$ cat src/rtl/input_filter_pkg.sv
// input_filter_pkg: shared defaults and counter bound for the input filter
package input_filter_pkg;
  localparam int DEF_CHANNELS = 4;
  localparam int DEF_SYNC_STAGES = 2;
  localparam int DEF_CNT_WIDTH = 2;
  function automatic int cnt_max(input int width);
    return (1 << width) - 1;
  endfunction
endpackage

$ cat src/rtl/input_filter_if.sv
// input_filter_if: raw lines and filter_en in; stable_out, rise, fall, changed out
interface input_filter_if import input_filter_pkg::*; #(
  parameter int CHANNELS = DEF_CHANNELS
);
  logic [CHANNELS-1:0] in;
  logic filter_en;
  logic [CHANNELS-1:0] stable_out;
  logic [CHANNELS-1:0] rise;
  logic [CHANNELS-1:0] fall;
  logic changed;
  modport master (output in, filter_en, input stable_out, rise, fall, changed);
  modport slave (input in, filter_en, output stable_out, rise, fall, changed);
endinterface

$ cat src/rtl/input_filter_channel.sv
// input_filter_channel: one line: synchroniser, saturating counter, level and edge pulses
// ports: clk, reset, in, filter_en -> stable_out, rise, fall, toggle (unregistered next edge)
module input_filter_channel import input_filter_pkg::*; #(
  parameter int SYNC_STAGES = DEF_SYNC_STAGES,
  parameter int CNT_WIDTH = DEF_CNT_WIDTH
) (
  input  logic clk,
  input  logic reset,
  input  logic in,
  input  logic filter_en,
  output logic stable_out,
  output logic rise,
  output logic fall,
  output logic toggle
);
  localparam logic [CNT_WIDTH-1:0] MAX = CNT_WIDTH'(cnt_max(CNT_WIDTH));
  logic [SYNC_STAGES-1:0] sync_q;
  logic [CNT_WIDTH-1:0] cnt, cnt_next;
  logic sync, next_stable;
  assign sync = sync_q[SYNC_STAGES-1];
  // level decisions use the pre-update count; bypass preloads the count so filtering resumes cleanly
  always_comb begin
    next_stable = filter_en ? (cnt == MAX ? 1'b1 : cnt == '0 ? 1'b0 : stable_out) : sync;
    cnt_next = !filter_en ? (sync ? MAX : '0)
             : sync ? (cnt == MAX ? cnt : cnt + CNT_WIDTH'(1))
             : (cnt == '0 ? cnt : cnt - CNT_WIDTH'(1));
  end
  assign toggle = next_stable ^ stable_out;
  always_ff @(posedge clk) begin
    if (reset) begin
      sync_q <= '0;
      cnt <= '0;
      stable_out <= 1'b0;
      rise <= 1'b0;
      fall <= 1'b0;
    end else begin
      sync_q <= {sync_q[SYNC_STAGES-2:0], in};
      cnt <= cnt_next;
      stable_out <= next_stable;
      rise <= next_stable & ~stable_out;
      fall <= ~next_stable & stable_out;
    end
  end
endmodule

$ cat src/rtl/input_filter.sv
// input_filter: CHANNELS independent debounced inputs with edge pulses and a global changed flag
// ports: clk, reset (sync, active-high), bus (slave: in, filter_en -> stable_out, rise, fall, changed)
module input_filter import input_filter_pkg::*; #(
  parameter int CHANNELS = DEF_CHANNELS,
  parameter int SYNC_STAGES = DEF_SYNC_STAGES,
  parameter int CNT_WIDTH = DEF_CNT_WIDTH
) (
  input logic clk,
  input logic reset,
  input_filter_if.slave bus
);
  logic [CHANNELS-1:0] toggle;
  for (genvar i = 0; i < CHANNELS; i++) begin : g_ch
    input_filter_channel #(.SYNC_STAGES(SYNC_STAGES), .CNT_WIDTH(CNT_WIDTH)) u_ch (
      .clk(clk),
      .reset(reset),
      .in(bus.in[i]),
      .filter_en(bus.filter_en),
      .stable_out(bus.stable_out[i]),
      .rise(bus.rise[i]),
      .fall(bus.fall[i]),
      .toggle(toggle[i])
    );
  end
  // toggle is the next rise|fall, so changed lands in the same cycle as the pulses
  always_ff @(posedge clk) bus.changed <= reset ? 1'b0 : |toggle;
endmodule

$ cat src/flat_wrapper.sv
// flat-port wrapper written by rule: the top's interface ports become plain ports
module input_filter_flat import input_filter_pkg::*;
#(
  parameter int CHANNELS = DEF_CHANNELS,
  parameter int SYNC_STAGES = DEF_SYNC_STAGES,
  parameter int CNT_WIDTH = DEF_CNT_WIDTH
)
  (clk, reset, bus_in, bus_filter_en, bus_stable_out, bus_rise, bus_fall, bus_changed);
  input_filter_if #(.CHANNELS(CHANNELS)) bus_i ();
  input logic clk;
  input logic reset;
  input wire logic [$bits(bus_i.in)-1:0] bus_in;
  input wire logic [$bits(bus_i.filter_en)-1:0] bus_filter_en;
  output wire logic [$bits(bus_i.stable_out)-1:0] bus_stable_out;
  output wire logic [$bits(bus_i.rise)-1:0] bus_rise;
  output wire logic [$bits(bus_i.fall)-1:0] bus_fall;
  output wire logic [$bits(bus_i.changed)-1:0] bus_changed;
  assign bus_i.in = bus_in;
  assign bus_i.filter_en = bus_filter_en;
  assign bus_stable_out = bus_i.stable_out;
  assign bus_rise = bus_i.rise;
  assign bus_fall = bus_i.fall;
  assign bus_changed = bus_i.changed;
  input_filter #(.CHANNELS(CHANNELS), .SYNC_STAGES(SYNC_STAGES), .CNT_WIDTH(CNT_WIDTH)) u_core (.clk(clk), .reset(reset), .bus(bus_i));
endmodule
$ cat config.mk
export PLATFORM = sky130hd
export DESIGN_NAME = input_filter_flat
export DESIGN_NICKNAME = d
export VERILOG_FILES = /design/src/rtl/input_filter_pkg.sv /design/src/rtl/input_filter_if.sv /design/src/rtl/input_filter_channel.sv /design/src/rtl/input_filter.sv /design/src/flat_wrapper.sv
export SDC_FILE = /design/constraint.sdc
export NUM_CORES = 1
export LEC_CHECK = 0
export ABC_AREA = 1
export BUFFER_PORTS_ARGS = -buffer_cell sky130_fd_sc_hd__buf_2
export CAP_MARGIN = 20
export CORE_ASPECT_RATIO = 1.1
export CORE_MARGIN = 1.5
export CORE_UTILIZATION = 25
export CTS_CLUSTER_SIZE = 28
export DETAILED_ROUTE_END_ITERATION = 10
export PLACE_DENSITY = 0.49
export REMOVE_ABC_BUFFERS = 1
export SYNTH_ARGS = -nofsm -noshare
export SYNTH_HDL_FRONTEND = slang
export SYNTH_HIERARCHICAL = 1
export SYNTH_SLANG_ARGS = --single-unit
$ cat constraint.sdc
create_clock -name clk -period 1.4 [get_ports clk]
set_input_delay 0.07 -clock clk [delete_from_list [all_inputs] [get_ports clk]]
set_output_delay 0.07 -clock clk [all_outputs]
set_load 0.005 [all_outputs]
# Word-level counts from Yosys, hierarchy flattened
# Index checks and enable logic that the tools add are counted.
# Widths: inputs -> output; s select.
dict set report totals {
  ff_bits 29
  input_bits 7
  out_inout_bits 13
  elab_cells 102
}
dict set report classes {
  addsub 8
  eq_ne 12
  mux 32
  n_bitwise 20
  n_reduce_logical 9
}
# op count
set ops {}
lappend ops {{$mux 2} 20}
lappend ops {{$ne 3x3->1 const B} 8}
lappend ops {{$mux 1} 12}
lappend ops {{$add 2x1->2 const B} 4}
lappend ops {{$and 1x1->1} 8}
lappend ops {{$eq 2x2->1 const B} 4}
lappend ops {{$logic_not 2->1} 4}
lappend ops {{$not 1->1} 8}
lappend ops {{$reduce_and 2->1} 4}
lappend ops {{$sub 2x1->2 const B} 4}
lappend ops {{$reduce_or 4->1} 1}
lappend ops {{$xor 1x1->1} 4}

# Logic depth before layout (Yosys ltp)
# Gate-level depths: netlist of the first run.
dict set report logic_depth {
  depth_word 6
  depth_mapped 8
  mapped_depth_nobuf 8
}

# Hierarchy
# Netlist of the first run, hierarchy kept.
# module instances cells_per_inst area_each_um2 seq_area_each_um2
set by_module_without_submodules {}
lappend by_module_without_submodules {input_filter_channel 4 35 277.8 140.1}
lappend by_module_without_submodules {input_filter 1 4 32.5 20.0}

# Worst setup path after synthesis of the first run
# Ideal clock, no wire load.
dict set report synth_timing {
  path_type {reg2reg}
  from {register u_core.g_ch[1].u_ch.cnt[0]}
  to {register u_core.bus.changed}
  setup_ps 117
  t_arrival_ps 1025
  required_ps 1283
  slack_ps 257
  stages_incl_launch_ff 9
  path_buffers 0
  period_less_slack_ps 1143
  cell_sequence {dfxtp_1 > nor2_1 > nor2_2 > nand2_2 > nand2_2 > ha_1 > inv_1 > nor2_1 > a21oi_1}
}
dict set report synth_via {
  elab_chain_len 6
  word_cells_on_any_way 7
  cone_classes {1 x eq/ne; 3 x mux; 1 x bitwise; 2 x reduce/logical}
}
# item line
set synth_rtl {}
lappend synth_rtl {{start, declared} input_filter_channel.sv:18} ;# logic [CNT_WIDTH-1:0] cnt, cnt_next;
lappend synth_rtl {{start signal, assigned} input_filter_channel.sv:38} ;# cnt <= cnt_next;
lappend synth_rtl {{$logic_not 2->1} input_filter_channel.sv:23} ;# next_stable = filter_en ? (cnt == MAX ? 1'b1 : cnt == '0 ? 1'b0 : stable_out) : sync;
lappend synth_rtl {{$mux 1} input_filter_channel.sv:23}
lappend synth_rtl {{$mux 1 (*) (2 in a row)} input_filter_channel.sv:23}
lappend synth_rtl {{$xor 1x1->1 (*)} input_filter_channel.sv:28} ;# assign toggle = next_stable ^ stable_out;
lappend synth_rtl {{named net u_core.toggle[1]} input_filter.sv:12} ;# logic [CHANNELS-1:0] toggle;
lappend synth_rtl {{$reduce_or 4->1 (*)} input_filter.sv:26} ;# always_ff @(posedge clk) bus.changed <= reset ? 1'b0 : |toggle;
lappend synth_rtl {{end signal, assigned} input_filter.sv:26}
lappend synth_rtl {{end, declared} input_filter_if.sv:12} ;# modport slave (input in, filter_en, output stable_out, rise, fall, changed);
# The timed path passes the listed nets; every way through them passes the cells marked *.
# A chain may end at the register's enable or synchronous reset.

# Worst setup path in the final report of the first run
dict set report layout_timing {
  from {register u_core.g_ch[0].u_ch.cnt[0]}
  to {register u_core.bus.changed}
}
dict set report layout_via {
  elab_chain_len 6
  word_cells_on_any_way 7
  cone_classes {1 x eq/ne; 3 x mux; 1 x bitwise; 2 x reduce/logical}
}
# item line
set layout_rtl {}
lappend layout_rtl {{start, declared} input_filter_channel.sv:18}
lappend layout_rtl {{start signal, assigned} input_filter_channel.sv:38}
lappend layout_rtl {{$logic_not 2->1} input_filter_channel.sv:23}
lappend layout_rtl {{$mux 1} input_filter_channel.sv:23}
lappend layout_rtl {{$mux 1 (*) (2 in a row)} input_filter_channel.sv:23}
lappend layout_rtl {{$xor 1x1->1 (*)} input_filter_channel.sv:28}
lappend layout_rtl {{named net u_core.toggle[0]} input_filter.sv:12}
lappend layout_rtl {{$reduce_or 4->1 (*)} input_filter.sv:26}
# Marks and branches as above.

==> key figures, run 1 <==
Cells and area
  • Final Core Density: 32.9%
  • Nets: 185
  • Layout cells sized above 1: 28.2%
  • Final instance area: 1430 um^2
  • Final antenna diode count: 0
  • Area Overhead vs Synth: 25.3%

Place
  • Port bufs: 19
  • Cell Area, Placed: 1310 um^2
  • Place WS: 155 ps
  • Final GP Congestion: 0.726
  • Post-DP HPWL: 1.32 mm

Hold path
  • Worst hold path type: input port to register

Logic synthesis
  • Post-synthesis xor/xnor area fraction: 0%
  • Mux share of post-synthesis cell area: 0%
  • Synth Instances: 144
  • Register area share after synthesis: 50.8%
  • Largest family of logic cells by synthesized area: simple AND/OR/NAND/NOR gates
  • Post-synthesis cell area: 1140 um^2
  • Syn_area_per_cell: 7.94 um^2
  • Simple-gate share of the synthesized area: 26.9%
  • Synth Register Bits: 29
  • Synth warn: 6
  • Compound-Gate Fraction of Synth Area: 8.75%
  • Adder-Cell Fraction of Synth Area: 4.38%
  • Synth unique cells: 11

Routing
  • WL per Instance: 8.09 um
  • Drc violations: 0
  • Total number of vias: 893
  • Antenna viol nets, final: 0
  • Routed wire length: 1.85 mm
  • Initial DRT Pass Iterations: 4
  • Vias/cell: 3.92
  • Initial drt markers: 17

Clock network
  • Postcts setup bufs: 0
  • Clock sink count: 29
  • CTS Buf Count: 5
  • Register clock-pin slew on the reported worst setup and hold paths: 60 ps
  • Worst-skew pair later-pin latency: 270 ps
  • CTS max path bufs: 2
  • # resized after CTS: 0
  • CTS root buf: clkbuf_8
  • CTS hold repair buffers: 4
  • H-tree depth: 2
  • CTS tree: done

Power and ir drop
  • Worst VDD drop: 506 uV
  • Leakage: 0.000672 uW
  • Cell Pwr Density: 1140 nW/um^2

GRT
  • Vias in the first global route: 785
  • Initial antenna violation count: 0
  • First-pass GRT wire length: 3.22 mm
  • Largest net degree at the start of global routing: 30
  • Tot GR Track Use: 9.07%
  • Congestion Overflow GR: 0

Die
  • Ports: 20
  • Die W: 67.5 um
  • Starting Density: 26.3%
  • Die Ht: 73.9 um
  • Std-Cell Rows: 25
  • Die ar.: 4990 um^2
  • Core area: 4350 um^2

Timing
  • Slew headroom: 64.3%
  • Tmin final: 1230 ps
  • Clk_skew: 3.96 ps
  • Slew @ Worst Pin: 536 ps
  • Final Max Slew Viols: 0
  • Final setup violation count: 0
  • Peak Freq: 0.812 GHz
  • Fin crit share: 88.0%
  • Worst hold slack: 232 ps
  • RSZ-0062 raised after global routing: no
  • Hold Vio Cnt, Final: 0
  • Setup ws final: 168 ps
  • Setup TNS: 0 ps

Setup path
  • CP endpoint kind: register
  • CP Launch Type: register
  • Setup Crit Path Kind: register to register
  • Crit path DAT: 1370 ps
  • Required time of the worst setup path: 1540 ps
  • CP max FO: 4

Run
  • Max Cap Violations: 0

Run status
  • Outcome: finished clean
final timing paths:
| check | from | to | slack (ps) | depth (start not counted) |
|---|---|---|---|---|
| min | bus_filter_en | u_core/g_ch[0].u_ch/stable_out | 230 | 4 |
| min reg2reg | u_core/g_ch[0].u_ch/sync_q[0] | u_core/g_ch[0].u_ch/sync_q[1] | 400 | 2 |
| max reg2reg | u_core/g_ch[0].u_ch/cnt[0] | u_core/bus.changed | 170 | 8 |
| max | u_core/g_ch[0].u_ch/cnt[0] | u_core/bus.changed | 170 | 8 |
cell families (layout without fill, tap and decap cells):
family / Yosys count / count (layout)
flops: 29 / 29
compound gates: 17 / 17
simple gates: 66 / 66
fa+ha+maj: 4 / 4
buf+inv: 28 / 58
placed cells by master, fill, tap and decap left out:
cell type      count
dfxtp_1           29
nand2_1           20
clkbuf_1           1
o21ai_0            4
nor2_1            22
dlygate4sd3_1      4
buf_2             19
a21oi_2            4
nand2_2            8
clkbuf_8           6
a21oi_1            9
or2_1              4
inv_1             28
ha_1               4
nor2_2            12
critical path, stage by stage, from the launching register on:
cell and delay [ps]:
dfxtp_1 330, nor2_1 130, nor2_2 50, nand2_2 70
nand2_2 60, ha_1 270, inv_1 40, nor2_1 90
a21oi_1 60
sequential cells by signal, indices dropped and copies added (netlist names):
| signal | flops |
|---|---|
| u_core/g_ch.u_ch/stable_out | 4 |
| u_core/g_ch.u_ch/rise | 4 |
| u_core/g_ch.u_ch/fall | 4 |
| u_core/g_ch.u_ch/sync_q | 8 |
| u_core/g_ch.u_ch/cnt | 8 |
| u_core/bus.changed | 1 |
cells in the mapped netlist (all sizes together):
master	n	area share [%]
nor2	34	14
dfxtp	29	51
inv	28	9.2
nand2	28	11
a21oi	13	7.0
ha	4	4.4
o21ai	4	1.8
or2	4	2.2
final cells by class:
cell class / count / area [um^2]
Fill cell: 454 / 2920
Multi-Input combinational cell: 87 / 458
Sequential cell: 29 / 581
Tap cell: 54 / 67.6
Clock buffer: 7 / 86.3
Timing Repair Buffer: 23 / 135
Inverter: 28 / 105
stage by stage:
stage	total power, uW	std cells
5_1_grt	1740	228
6_report	1630	228
3_3_place_gp	980	217
2_1_floorplan	939	144
4_1_cts	1670	228
3_5_place_dp	980	217
power by group:
| part | leakage [uW] | total, uW | internal, uW | switching (uW) |
|---|---|---|---|---|
| logic | 0.000392 | 104 | 43.4 | 60.3 |
| registers | 0.000236 | 864 | 851 | 13.0 |
| clock network | 0.0000443 | 666 | 388 | 278 |
| total | 0.000672 | 1630 | 1280 | 351 |
layer usage:
| metal | share of wire, % | track usage (%) |
|---|---|---|
| met1 | 45 | 9.91 |
| met4 | 2.3 | 4.76 |
| met5 | 0 | 0 |
| met3 | 6.7 | 4.99 |
| met2 | 46 | 14.1 |
No activity file was read; power rests on OpenSTA's default activity.
==> run 2: changes to the inputs <==
CORE_ASPECT_RATIO = 0.5   (was 1.1)
==> run 2 against run 1 <==
Compared with the run above: die area increased by 0.49%; wire length decreased by 0.27%; first-iteration DRC count decreased by 29%; clock skew increased by 0.62 ps; combinational power about the same; worst hold slack improved by 14 ps; largest cell class unchanged; core utilization decreased by 0.33 points; total power increased by 0.80%.
==> key figures, run 2 (synthesis results as in run 1) <==
Place
  • Cell Area, Placed: 1310 um^2 (about the same)
  • Cell total after placement: 220 (was 217)
  • Port bufs: 19 (unchanged)
  • Post-DP HPWL: 1.33 mm (was 1.32 mm)
  • Final GP Congestion: 0.682 (was 0.726)

Die
  • Die W: 98.7 um (was 67.5 um)
  • Die Ht: 50.8 um (was 73.9 um)
  • Starting Density: 26.0% (was 26.3%)
  • Core area: 4400 um^2 (was 4350 um^2)
  • Die ar.: 5010 um^2 (was 4990 um^2)
  • Ports: 20 (unchanged)
  • Std-Cell Rows: 17 (was 25)

Timing
  • Peak Freq: 0.809 GHz (was 0.812 GHz)
  • Final Max Slew Viols: 0 (unchanged)
  • Final setup violation count: 0 (unchanged)
  • Setup TNS: 0 ps (unchanged)
  • Clk_skew: 4.59 ps (was 3.96 ps)
  • Tmin final: 1240 ps (was 1230 ps)
  • Slew @ Worst Pin: 533 ps (was 536 ps)
  • RSZ-0062 raised after global routing: no (unchanged)
  • Fin crit share: 88.3% (was 88.0%)
  • Slew headroom: 64.5% (was 64.3%)
  • Worst hold slack: 246 ps (was 232 ps)
  • Hold Vio Cnt, Final: 0 (unchanged)

Setup path
  • CP max FO: 4 (unchanged)
  • Required time of the worst setup path: 1540 ps (about the same)
  • Critical Path, Cell by Cell: nor2_1 -> nor2_2 -> nand2_2 -> nand2_2 -> ha_1 -> inv_1 -> nor2_1 -> a21oi_1 (unchanged)
  • Crit path max-delay cell type: dfxtp_1 (unchanged)
  • Crit path DAT: 1380 ps (was 1370 ps)
  • Crit-path max cell delay: 330 ps (about the same)
  • CP Launch Type: register (unchanged)
  • Setup Crit Path Kind: register to register (unchanged)
  • CP endpoint kind: register (unchanged)

Clock network
  • # resized after CTS: 0 (unchanged)
  • Worst-skew pair later-pin latency: 270 ps (about the same)
  • Register clock-pin slew on the reported worst setup and hold paths: 60 ps (about the same)
  • CTS max path bufs: 2 (unchanged)
  • CTS root buf: clkbuf_8 (unchanged)
  • H-tree depth: 2 (unchanged)
  • CTS Buf Count: 5 (unchanged)
  • CTS tree: done (unchanged)
  • Clock sink count: 29 (unchanged)
  • Postcts setup bufs: 0 (unchanged)

Routing
  • Drc violations: 0 (unchanged)
  • Routed wire length: 1.84 mm (was 1.85 mm)
  • Antenna viol nets, final: 0 (unchanged)
  • Initial drt markers: 12 (was 17)
  • Initial DRT Pass Iterations: 3 (was 4)
  • Vias/cell: 3.78 (was 3.92)
  • Total number of vias: 873 (was 893)
  • WL per Instance: 7.97 um (was 8.09 um)

GRT
  • Vias in the first global route: 794 (was 785)
  • Congestion Overflow GR: 0 (unchanged)
  • Met3 Usage GRT: 4.51% (was 4.99%)
  • Initial antenna violation count: 0 (unchanged)
  • Grt met1 use: 9.46% (was 9.91%)
  • Largest net degree at the start of global routing: 30 (unchanged)
  • Tot GR Track Use: 8.69% (was 9.07%)
  • Busiest layer in global routing: met2 (unchanged)
  • First-pass GRT wire length: 3.27 mm (was 3.22 mm)
  • Global-route track usage on met2: 14.2% (was 14.1%)

Cells and area
  • Fillers: 465 (was 454)
  • Commonest non-fill, non-tap cells in the layout: dfxtp_1 (29), inv_1 (28), nor2_1 (22) (unchanged)
  • Layout cells sized above 1: 28.2% (unchanged)
  • Area Overhead vs Synth: 25.6% (was 25.3%)
  • Final instance count without filler cells: 231 (was 228)
  • Final instance area: 1440 um^2 (was 1430 um^2)
  • Top Registers: u_core/g_ch.u_ch/cnt x8, u_core/g_ch.u_ch/sync_q x8 (unchanged)
  • Final antenna diode count: 0 (unchanged)
  • Commonest non-fill, non-tap cell in the layout: dfxtp_1 (unchanged)
  • Nets: 185 (unchanged)

Run status
  • Outcome: finished clean (unchanged)

Power and ir drop
  • Cell Pwr Density: 1150 nW/um^2 (was 1140 nW/um^2)
  • Leakage: 0.000672 uW (unchanged)
  • Worst VDD drop: 318 uV (was 506 uV)
  • Total power: 1650 uW (was 1630 uW)

Hold path
  • Worst hold path type: input port to register (unchanged)

Run
  • Max Cap Violations: 0 (unchanged)
run 2: layout make-up:
class / instances / area, um^2 / area share [%]
flip-flops and latches: 29 / 581 / 40.4
multi-input cells: 87 / 458 / 31.9
repair buffers: 23 / 135 / 9.41
inverters: 28 / 105 / 7.32
clock buffers: 7 / 86.3 / 6.01
well taps: 57 / 71.3 / 4.97
run 2: final timing paths:
path | depth (start not counted) | to | slack, ps | start
max | 8 | u_core/bus.changed | 160 | u_core/g_ch[0].u_ch/cnt[0]
min | 4 | u_core/g_ch[0].u_ch/stable_out | 250 | bus_filter_en
max reg2reg | 8 | u_core/bus.changed | 160 | u_core/g_ch[0].u_ch/cnt[0]
min reg2reg | 2 | u_core/g_ch[3].u_ch/sync_q[1] | 400 | u_core/g_ch[3].u_ch/sync_q[0]
run 2: where the power goes:
part	leakage (uW)	switching [uW]	internal, uW
clock	0.0000443	291	389
combinational	0.000392	60.5	43.2
sequential	0.000236	12.8	851
run 2: stage by stage:
step / setup WS (ps) / util, %
2_1_floorplan: 257 / -
3_3_place_gp: 167 / 29.8
3_5_place_dp: 155 / 29.8
4_1_cts: 147 / 32.6
5_1_grt: 17.6 / 32.6
6_report: 163 / 32.6
run 2: layer usage:
metal  vias up  part of all wire [%]
li1        483                     -
met1       372                    49
met2        13                    44
met3         5                   6.1
met4         0                   1.6
met5         -                     0
run 2: critical path: cells and delay by family (launching register included):
kind	cells	cell delay, ps
AO/OA/AOI/OAI	1	60
adder cells (fa/ha/maj)	1	270
buffers and inverters	1	40
flip-flops	1	330
AND/OR/NAND/NOR	5	400
run 2: what timing repair did:
action | in CTS | in global routing
setup endpoints to repair | 0 | 0
hold endpoints to repair | 4 | 0
hold buffers | 4 | 0
==> run 3: changes to the inputs <==
HOLD_SLACK_MARGIN = 0.05   (was default)
SYNTH_HIERARCHICAL = default   (was 1)
==> run 3 against run 2 <==
Compared with the run above: synthesized cell count is 17% higher; worst hold slack got worse by 85 ps; worst setup slack better by 2.7 ps; non-clock buffer count up 2; fmax is 0.22% higher; final cell count is 10% higher; critical path depth unchanged; first-iteration DRC count grew to 3.0 times the previous value; sequential power about the same; combinational power is essentially flat; register-to-register slack about the same; count of clock-buffer cells in the layout stayed put; largest power group unchanged.
==> key figures, run 3 <==
Run status
  • Outcome: finished clean (unchanged)

Logic synthesis
  • Synth Register Bits: 29 (unchanged)
  • Cell with the most instances after synthesis: nand2_1 (was dfxtp_1)
  • Yosys top cell area share: 45.8% (was 50.8%)
  • Register area share after synthesis: 45.8% (was 50.8%)
  • Syn_area_per_cell: 7.55 um^2 (was 7.94 um^2)
  • Synth top area cells: dfxtp_1 (46%), nand2_1 (9.8%), inv_1 (9.5%), nor2_1 (8.3%), ha_1 (7.9%) (was dfxtp_1 (51%), inv_1 (9.2%), nor2_1 (7.2%), nand2_1 (6.6%), nor2_2 (6.6%))
  • Synth unique cells: 14 (was 11)
  • Post-synthesis cell area: 1270 um^2 (was 1140 um^2)
  • Post-synth top area cell: dfxtp_1 (unchanged)
  • EDFF count, synth: 0 (unchanged)
  • Top FF cell, synth: dfxtp_1 (unchanged)
  • Asr flop ratio synth: 0% (unchanged)
  • Synth warn: 0 (was 6)
  • Post-synth top cells: nand2_1 (33), inv_1 (32), dfxtp_1 (29) (was dfxtp_1 (29), inv_1 (28), nor2_1 (22))
  • Synth Instances: 168 (was 144)

Clock network
  • Clock sink count: 29 (unchanged)
  • CTS root buf: clkbuf_8 (unchanged)
  • # resized after CTS: 0 (unchanged)
  • CTS tree: done (unchanged)
  • Postcts setup bufs: 0 (unchanged)
  • H-tree depth: 2 (unchanged)
  • Register clock-pin slew on the reported worst setup and hold paths: 60 ps (about the same)
  • CTS Buf Count: 5 (unchanged)
  • CTS max path bufs: 2 (unchanged)
  • Worst-skew pair later-pin latency: 270 ps (about the same)
  • CTS hold repair buffers: 4 (unchanged)

Setup path
  • RR Endpoint: u_core.bus.changed (was u_core/bus.changed)
  • Worst Reg2Reg Path Length in Cells: 8 (unchanged)
  • Reg2reg start: u_core.g_ch[2].u_ch.cnt[1] (was u_core/g_ch[0].u_ch/cnt[0])
  • CP max FO: 5 (was 4)
  • Worst Setup SP: u_core.g_ch[2].u_ch.cnt[1] (was u_core/g_ch[0].u_ch/cnt[0])
  • CP Launch Type: register (unchanged)
  • Setup Crit Path Kind: register to register (unchanged)
  • Crit path DAT: 1430 ps (was 1380 ps)
  • Register-to-register setup slack: 170 ps (was 160 ps)
  • Required time of the worst setup path: 1600 ps (was 1540 ps)
  • CP endpoint kind: register (unchanged)

Routing
  • Antenna viol nets, final: 0 (unchanged)
  • Vias/cell: 3.78 (about the same)
  • Routed wire length: 1.91 mm (was 1.84 mm)
  • Initial DRT Pass Iterations: 4 (was 3)
  • Drc violations: 0 (unchanged)
  • Initial drt markers: 36 (was 12)
  • WL per Instance: 7.54 um (was 7.97 um)
  • Total number of vias: 959 (was 873)

Hold path
  • Hold Startpoint: bus_filter_en (unchanged)
  • Worst hold path type: input port to register (unchanged)
  • Hold endpoint: u_core.g_ch[2].u_ch.cnt[0] (was u_core/g_ch[0].u_ch/stable_out)
  • Hold path cells: 4 (unchanged)

Timing
  • Setup TNS: 0 ps (unchanged)
  • Fin crit share: 88.1% (was 88.3%)
  • Hold Vio Cnt, Final: 0 (unchanged)
  • Final Max Slew Viols: 0 (unchanged)
  • RSZ-0062 raised after global routing: no (unchanged)
  • Slew @ Worst Pin: 318 ps (was 533 ps)
  • Clk_skew: 4.45 ps (was 4.59 ps)
  • Slew headroom: 78.8% (was 64.5%)
  • Final setup violation count: 0 (unchanged)
  • Peak Freq: 0.810 GHz (was 0.809 GHz)
  • Tmin final: 1230 ps (was 1240 ps)

Cells and area
  • Top Registers: u_core.g_ch.u_ch.cnt x8, u_core.g_ch.u_ch.sync_q x8 (was u_core/g_ch.u_ch/cnt x8, u_core/g_ch.u_ch/sync_q x8)
  • Final antenna diode count: 0 (unchanged)
  • Final instance area: 1480 um^2 (was 1440 um^2)
  • Commonest non-fill, non-tap cell in the layout: nand2_1 (was dfxtp_1)
  • Fillers: 555 (was 465)
  • Layout cells sized above 1: 16.3% (was 28.2%)
  • Commonest non-fill, non-tap cells in the layout: nand2_1 (33), inv_1 (32), dfxtp_1 (29) (was dfxtp_1 (29), inv_1 (28), nor2_1 (22))
  • Nets: 199 (was 185)
  • Area Overhead vs Synth: 16.4% (was 25.6%)

Run
  • Max Cap Violations: 0 (unchanged)

Die
  • Ports: 20 (unchanged)
  • Die Ht: 53.4 um (was 50.8 um)
  • Starting Density: 25.8% (was 26.0%)
  • Die ar.: 5540 um^2 (was 5010 um^2)
  • Core area: 4910 um^2 (was 4400 um^2)
  • Std-Cell Rows: 18 (was 17)
  • Die W: 104 um (was 98.7 um)

Place
  • Final GP Congestion: 0.719 (was 0.682)
  • Cell Area, Placed: 1350 um^2 (was 1310 um^2)
  • Port bufs: 19 (unchanged)
  • Post-DP HPWL: 1.39 mm (was 1.33 mm)

Power and ir drop
  • Leakage: 0.000707 uW (was 0.000672 uW)
  • Sw Share: 21.5% (was 22.1%)
  • Sw power: 353 uW (was 364 uW)
  • Worst VDD drop: 409 uV (was 318 uV)
  • Pint: 1290 uW (was 1280 uW)
  • Gate power share: 6.4% (was 6.3%)
  • Register share of total power: 52.9% (was 52.4%)
  • Cell Pwr Density: 1110 nW/um^2 (was 1150 nW/um^2)
  • Clock network power share: 40.7% (was 41.3%)

GRT
  • Vias in the first global route: 811 (was 794)
  • Largest net degree at the start of global routing: 16 (was 30)
  • Congestion Overflow GR: 0 (unchanged)
  • Tot GR Track Use: 7.67% (was 8.69%)
  • Initial antenna violation count: 0 (unchanged)
  • First-pass GRT wire length: 3.20 mm (was 3.27 mm)
[run 3: cell types whose count changed after synthesis, sizes merged, moves of 3 or more]
| cell | delta |
|---|---|
| a21oi | -3 |
| buf | +16 |
| ha | +4 |
| inv | +5 |
| nand2 | +5 |
| nand3 | +4 |
| nor2 | -4 |
| or2 | -4 |
[run 3: worst max path at each step]
stage	end	slack [ps]	cells after the start
floorplan	u_core.bus.changed	290	8
global placement	u_core.bus.changed	180	9
detailed placement	u_core.bus.changed	140	9
CTS	u_core.bus.changed	160	8
global route	u_core.bus.changed	50	8
finish	u_core.bus.changed	170	8
[run 3: logic make-up (layout without fill, tap and decap cells)]
group                      Yosys count  in the layout  share of synthesized area, %
and+or+nand+nor                     67             67                          21.4
DFF                                 29             29                          45.8
AOI/OAI and AO/OA                   15             15                          6.02
adders and majority gates            8              8                          7.89
buffers and inverters               49             65                          18.9
[run 3: per-layer routing]
layer / up-vias / track usage, % / share of wire, %
met5: - / 0 / 0
met4: 0 / 5.56 / 1.8
met3: 5 / 2.96 / 5.7
met2: 18 / 13.3 / 48
met1: 422 / 7.97 / 44
li1: 514 / - / -
[run 3: power by group through the flow]
stage               Clock (uW)  Combinational, uW  Sequential, uW
floorplan                    0               54.1             883
detailed placement           0               98.7             885
global route               736                123             870
global placement             0               97.4             885
finish                     667                105             867
CTS                        694                107             867
[run 3: stage by stage]
step	setup slack [ps]	utilization (%)	power, uW	hold slack, ps	instances
3_5_place_dp	141	27.5	984	281	243
3_3_place_gp	184	27.5	982	273	243
6_report	166	30.1	1640	161	254
4_1_cts	162	30.1	1670	152	254
2_1_floorplan	287	-	937	139	152
5_1_grt	48.1	30.1	1730	174	254
[run 3: cell type report]
type	instances	area [um^2]	share of cell area (%)
flip-flops and latches	29	581	39.3
multi-input cells	90	448	30.3
repair buffers	25	150	10.2
inverters	33	124	8.39
well taps	70	87.6	5.93
clock buffers	7	86.3	5.85
[run 3: worst max-delay path, cell delays in order (launching register included)]
cell     delay [ps]
dfxtp_1         340
nor2_1          110
nor2_1           40
nand2_1          80
nand2_1          80
ha_1            300
nand2_1          60
inv_1            40
a31oi_1         110
